**src/rtl/alu_pkg.sv**
```systemverilog
// Shared constants for the ALU issue controller: widths, opcodes and FSM state encoding.
package alu_pkg;

    localparam int DATA_W    = 8;
    localparam int RF_ADDR_W = 2;

    localparam logic [2:0] OP_ADD = 3'b000;
    localparam logic [2:0] OP_SUB = 3'b001;
    localparam logic [2:0] OP_AND = 3'b010;
    localparam logic [2:0] OP_OR  = 3'b011;
    localparam logic [2:0] OP_NOT = 3'b100;
    localparam logic [2:0] OP_LDI = 3'b101;

    localparam logic [1:0] ST_IDLE = 2'd0;
    localparam logic [1:0] ST_OPER = 2'd1;
    localparam logic [1:0] ST_WB   = 2'd2;

    // Opcodes 110 and 111 are reserved and reported as errors.
    function automatic logic op_is_legal(input logic [2:0] op);
        return op <= OP_LDI;
    endfunction

endpackage

```
**src/rtl/alu_regfile.sv**
```systemverilog
// Small register file: two async operand reads, one async debug read, one sync write, async clear.
module alu_regfile
    import alu_pkg::*;
#(
    parameter int DW = DATA_W,
    parameter int AW = RF_ADDR_W
) (
    input  logic          clk,
    input  logic          rst,
    input  logic          we,
    input  logic [AW-1:0] waddr,
    input  logic [DW-1:0] wdata,
    input  logic [AW-1:0] raddr_a,
    input  logic [AW-1:0] raddr_b,
    input  logic [AW-1:0] raddr_dbg,
    output logic [DW-1:0] rdata_a,
    output logic [DW-1:0] rdata_b,
    output logic [DW-1:0] rdata_dbg
);

    localparam int DEPTH = 1 << AW;

    logic [DW-1:0] mem [DEPTH];

    always_ff @(posedge clk or posedge rst) begin
        if (rst) begin
            for (int i = 0; i < DEPTH; i++) begin
                mem[i] <= '0;
            end
        end else if (we) begin
            mem[waddr] <= wdata;
        end
    end

    assign rdata_a   = mem[raddr_a];
    assign rdata_b   = mem[raddr_b];
    assign rdata_dbg = mem[raddr_dbg];

endmodule

```
**src/rtl/alu_issue_ctrl.sv**
```systemverilog
// Issue controller for the 8-bit ALU: reads operands at accept, drives the ALU from registers,
// then writes the result back and reports it with a one-cycle res_valid pulse.
module alu_issue_ctrl
    import alu_pkg::*;
(
    input  logic                 clk,
    input  logic                 rst,
    input  logic                 instr_valid,
    output logic                 instr_ready,
    input  logic [2:0]           instr_op,
    input  logic [RF_ADDR_W-1:0] instr_rd,
    input  logic [RF_ADDR_W-1:0] instr_rs1,
    input  logic [RF_ADDR_W-1:0] instr_rs2,
    input  logic [DATA_W-1:0]    instr_imm,
    output logic [DATA_W-1:0]    alu_a,
    output logic [DATA_W-1:0]    alu_b,
    output logic [2:0]           alu_op,
    input  logic [DATA_W-1:0]    alu_out,
    input  logic                 alu_zero,
    output logic                 res_valid,
    output logic [DATA_W-1:0]    res_data,
    output logic                 res_zero,
    output logic                 res_err,
    input  logic [RF_ADDR_W-1:0] dbg_sel,
    output logic [DATA_W-1:0]    dbg_data
);

    logic [1:0]           state;
    logic [RF_ADDR_W-1:0] rd_q;
    logic [DATA_W-1:0]    imm_q;
    logic [DATA_W-1:0]    rs1_data;
    logic [DATA_W-1:0]    rs2_data;
    logic                 op_legal;
    logic                 is_ldi;
    logic                 rf_we;
    logic [DATA_W-1:0]    wb_data;
    logic                 wb_zero;

    // Handshake: an instruction transfers on a rising edge where instr_valid && instr_ready;
    // instr_ready is high only in IDLE, and valid seen while busy is neither accepted nor queued.
    assign instr_ready = (state == ST_IDLE);

    assign op_legal = op_is_legal(alu_op);
    assign is_ldi   = (alu_op == OP_LDI);
    assign wb_data  = is_ldi ? imm_q : alu_out;
    assign wb_zero  = is_ldi ? (imm_q == '0) : alu_zero;
    assign rf_we    = (state == ST_OPER) && op_legal;

    alu_regfile #(
        .DW (DATA_W),
        .AW (RF_ADDR_W)
    ) u_regfile (
        .clk       (clk),
        .rst       (rst),
        .we        (rf_we),
        .waddr     (rd_q),
        .wdata     (wb_data),
        .raddr_a   (instr_rs1),
        .raddr_b   (instr_rs2),
        .raddr_dbg (dbg_sel),
        .rdata_a   (rs1_data),
        .rdata_b   (rs2_data),
        .rdata_dbg (dbg_data)
    );

    always_ff @(posedge clk or posedge rst) begin
        if (rst) begin
            state     <= ST_IDLE;
            rd_q      <= '0;
            imm_q     <= '0;
            alu_a     <= '0;
            alu_b     <= '0;
            alu_op    <= '0;
            res_valid <= 1'b0;
            res_data  <= '0;
            res_zero  <= 1'b0;
            res_err   <= 1'b0;
        end else begin
            case (state)
                ST_IDLE: begin
                    res_valid <= 1'b0;
                    if (instr_valid) begin
                        rd_q   <= instr_rd;
                        imm_q  <= instr_imm;
                        alu_a  <= rs1_data;
                        alu_b  <= rs2_data;
                        alu_op <= instr_op;
                        state  <= ST_OPER;
                    end
                end
                ST_OPER: begin
                    // Illegal ops report zero data with the zero flag set and skip the write.
                    res_data  <= op_legal ? wb_data : '0;
                    res_zero  <= op_legal ? wb_zero : 1'b1;
                    res_err   <= ~op_legal;
                    res_valid <= 1'b1;
                    state     <= ST_WB;
                end
                ST_WB: begin
                    res_valid <= 1'b0;
                    state     <= ST_IDLE;
                end
                default: begin
                    res_valid <= 1'b0;
                    state     <= ST_IDLE;
                end
            endcase
        end
    end

endmodule

```
**config.mk**
```make
export PLATFORM = sky130hd
export DESIGN_NAME = alu_issue_ctrl
export DESIGN_NICKNAME = d
export VERILOG_FILES = /design/src/rtl/alu_pkg.sv /design/src/rtl/alu_regfile.sv /design/src/rtl/alu_issue_ctrl.sv
export SDC_FILE = /design/constraint.sdc
export NUM_CORES = 1
export LEC_CHECK = 0
export BUFFER_PORTS_ARGS = -buffer_cell sky130_fd_sc_hd__buf_2
export CORE_MARGIN = 10
export CORE_UTILIZATION = 49
export CTS_CLUSTER_SIZE = 25
export DETAILED_ROUTE_END_ITERATION = 10
export GPL_ROUTABILITY_DRIVEN = 0
export PLACE_DENSITY = 0.77
export SLEW_MARGIN = 20
export SYNTH_ARGS = -nofsm -noshare
export SYNTH_HDL_FRONTEND = slang
export SYNTH_SLANG_ARGS = --single-unit
```
**constraint.sdc**
```tcl
create_clock -name clk -period 2.6 [get_ports clk]
set_clock_uncertainty 0.1 [all_clocks]
set_input_delay 0.52 -clock clk [delete_from_list [all_inputs] [get_ports clk]]
set_output_delay 0.52 -clock clk [all_outputs]
set_load 0.05 [all_outputs]
```
==> summary.md <==
| Metric | Value |
|---|---|
| Global-route wire length before repair | ~12000 um |
| Worst path required time | slightly below 2 ns |
| Total inserted antenna cells | 0 |
| Design Area, Final | 4080 um2 |
| Routed wire length per instance | 19.8 um |
| Sum of negative setup slack | 0 ns |
| Final nets | 310 |
| Class of the most critical hold timing path | in -> async |
| Max capacitance violation total | 0 |
| Total die area | 10800 um2 |
| Most frequent cells in the layout | dfrtp_1 (74), mux2_2 (69), buf_2 (69) |
| Hold violation total from the final report | 0 |
| DR vias/cell | about 5.6 |
| Leakage power total | around 1.8 nW |
| Cell Area, Synth | 3440 um2 |
| Hold bufs inserted after CTS | 0 |
| CP dominant cell by count | buf_2 |
| Global route overflow | 0 |
| Dpl cell area | between 3000 and 4000 um2 |
| Sequential area share after synthesis | 0.539 |
| Cell chosen for the clock root | clkbuf_8 |
| CP startpoint kind | input pin |
| CP max stage cell | mux4_2 |
| Worst-skew pair later-pin latency | 0.33 ns |
| Worst setup slack for register-to-register paths | 0.50 ns |
| Number of global-route vias before repair | 2364 |
| Flops & latches, synth | between 70 and 80 |
| Type of the worst setup path | in -> out |
| Number of gates given a new drive strength after cts | 0 |
| Number of nets in the synthesized netlist | between 200 and 250 |
| Violation count after the first detailed-route iteration | 84 |
| Post-CTS setup buffer count | 0 |
| Buffering stage count on the worst path with inverters included | 2 |
| Maximum VDD drop | 0.502 mV |
| Sequential share of power | 0.386 |
| Internal power contribution | 3.04 mW |
| Post-placement cell count | 364 |
| Setup Slack @ Placement | 0.383 ns |
| Finish-stage setup viols | 0 |
| Post-synthesis area per instance | 16.5 um2 |
| Setup ws final | 0.396 ns |
| Ratio of cells with drive above 1 in the final layout | 0.648 |
| Starting Density | 0.506 |
| Floorplan core area | 6790 um2 |
| Pin slew with the least headroom to its limit | approximately 0.68 ns |
| Post-synth cell types | 21 |
| Drc violations | 0 |
| Vert. Die Dim | a little over 100 um |
| Number of H-tree branching levels | 3 |
| Maximum number of pins on one net before global-route repair | 75 |
| Total number of clock tree sinks | 74 |
| Shortest period the worst path allows | 2.20 ns |
| # rows | 30 |
| Finished Layout Cells | 380 |
| # fillers | 531 |
| Vias | 2118 |
| Max-slew headroom | 0.541 |
| Clock tree from TritonCTS | built |
| Depth of the most critical reg-to-reg path | 4 |
| Total routing resource utilization after global routing | 0.143 |
| Run status | finished, final reports clean |
| RSZ-0062 raised after global routing | false |
| Number of nets with antenna violations after routing | 0 |
| Number of primary I/O pins | 70 |
| List of cells traversed by the critical path | buf_2 > mux4_2 > buf_2 |
| Count of buffers from port buffering | approximately 70 |
| Floorplan die width | 104 um |
| Family with the most delay on the worst path | multiplexers |
| Dpl hpwl | roughly 5400 um |
| Launch instance of the worst register-to-register path | state[1] |
| Max-slew violations | 0 |
| Final wirelength | 7530 um |
| Utilization after layout | 0.601 |
| Crit Reg-Reg Endpoint | u_regfile.mem[17] |
| Cells after Synth | 208 |
| Clock Path Buffers | 2 |
| Overall power after layout | 5.26 mW |
| Endpoint class of the critical path | primary output |
| Clock-pin transition on the worst setup and hold timing paths | approximately 0.070 ns |
| Most common cell after layout, fill and taps aside | dfrtp_1 |
| DRT Pass-1 Iters | 4 |
| Syn. warnings | 0 |
| Power dissipated by switching net loads | 2.21 mW |
| Total CTS buffers | 9 |
| Fraction of power consumed by the clock network | 0.165 |
| Final Hold Slack | roughly 0.15 ns |
| Arrival time at the worst endpoint | 1.58 ns |
| Highest clock frequency the design can meet | 0.454 GHz |
| Power density of the placed cells | 1290 nW/um2 |
| Critical-path maximum fanout | 8 |
| Fraction of power spent switching nets | 0.421 |
| Logic pwr share | 0.449 |
| Synthesis-to-finish area growth | 18.8% |
| Antenna violations before repair | 0 |
| Final critical-path share of the clock period | 0.848 |
| Max stage delay on crit path | 0.55 ns |
-- worst max-delay path by stage --
stage,from,to,slack (ns),depth (start not counted)
floorplan,rst,alu_a[0],0.1,1
finish,dbg_sel[0],dbg_data[1],0.40,3
detailed placement,dbg_sel[0],dbg_data[1],0.38,3
CTS,dbg_sel[0],dbg_data[2],0.38,3
global route,state[1],u_regfile.mem[17],0.31,4
global placement,dbg_sel[0],dbg_data[3],0.40,3
-- Yosys cell counts --
cell type   n  area share
dfrtp_1    74        0.54
mux4_2     24        0.16
nand2_1     3      0.0033
clkbuf_1    2      0.0022
nand2b_1    1      0.0018
nor4_1      2      0.0036
mux2_2     69        0.23
nand3b_1    1      0.0022
and4_1      1      0.0025
buf_2       7       0.010
inv_2       1      0.0011
nand4b_1    2      0.0051
a31oi_1     1      0.0018
buf_1       2      0.0022
nand3b_2    1      0.0033
and2_1      1      0.0018
inv_1       2      0.0022
a21oi_2     1      0.0025
nor2_1      4      0.0044
nor4b_4     1      0.0069
a22o_1      8       0.020
-- cell families after synthesis --
| logic type | share of synthesized area |
|---|---|
| mux | 0.383 |
| compound gates | 0.0248 |
| buf+inv | 0.0178 |
| simple gates | 0.0350 |
| flops | 0.539 |
-- registers in the layout (all words and copies together), names as in the netlist --
register       flops
res_valid          1
res_err            1
rd_q               2
alu_b              8
alu_a              8
res_zero           1
alu_op             3
res_data           8
state              2
imm_q              8
u_regfile.mem     32
-- layout make-up --
| type | count | area (um2) | area share |
|---|---|---|---|
| Sequential cell | 74 | 1850 | 0.454 |
| Multi-Input combinational cell | 120 | 1520 | 0.373 |
| Timing Repair Buffer | 71 | 373 | 0.0914 |
| Clock buffer | 15 | 196 | 0.0481 |
| Tap cell | 96 | 120 | 0.0294 |
| Inverter | 3 | 11.3 | 0.00276 |
| Clock inverter | 1 | 5.00 | 0.00123 |
-- layer usage --
layer / GRT usage / vias up / part of all wire
met2: 0.229 / 67 / 0.49
met3: 0.0502 / 7 / 0.069
met4: 0.0577 / 0 / 0.0084
li1: - / 943 / -
met5: 0 / - / 0
met1: 0.172 / 1101 / 0.43
-- power groups by stage --
| stage | Clock, mW | Sequential [mW] | Combinational (mW) |
|---|---|---|---|
| 3_3_place_gp | 0 | 2.02 | 2.34 |
| 4_1_cts | 0.886 | 2.02 | 2.39 |
| 2_1_floorplan | 0 | 2.64 | 1.21 |
| 6_report | 0.870 | 2.03 | 2.36 |
| 3_5_place_dp | 0 | 2.04 | 2.39 |
| 5_1_grt | 0.938 | 2.11 | 2.50 |
-- worst min-delay path: stages --
cell,delay [ns]
buf_2,0.10
inv_2,0.06
buf_12,0.32
Note: power is estimated with default switching activity, not from simulation.
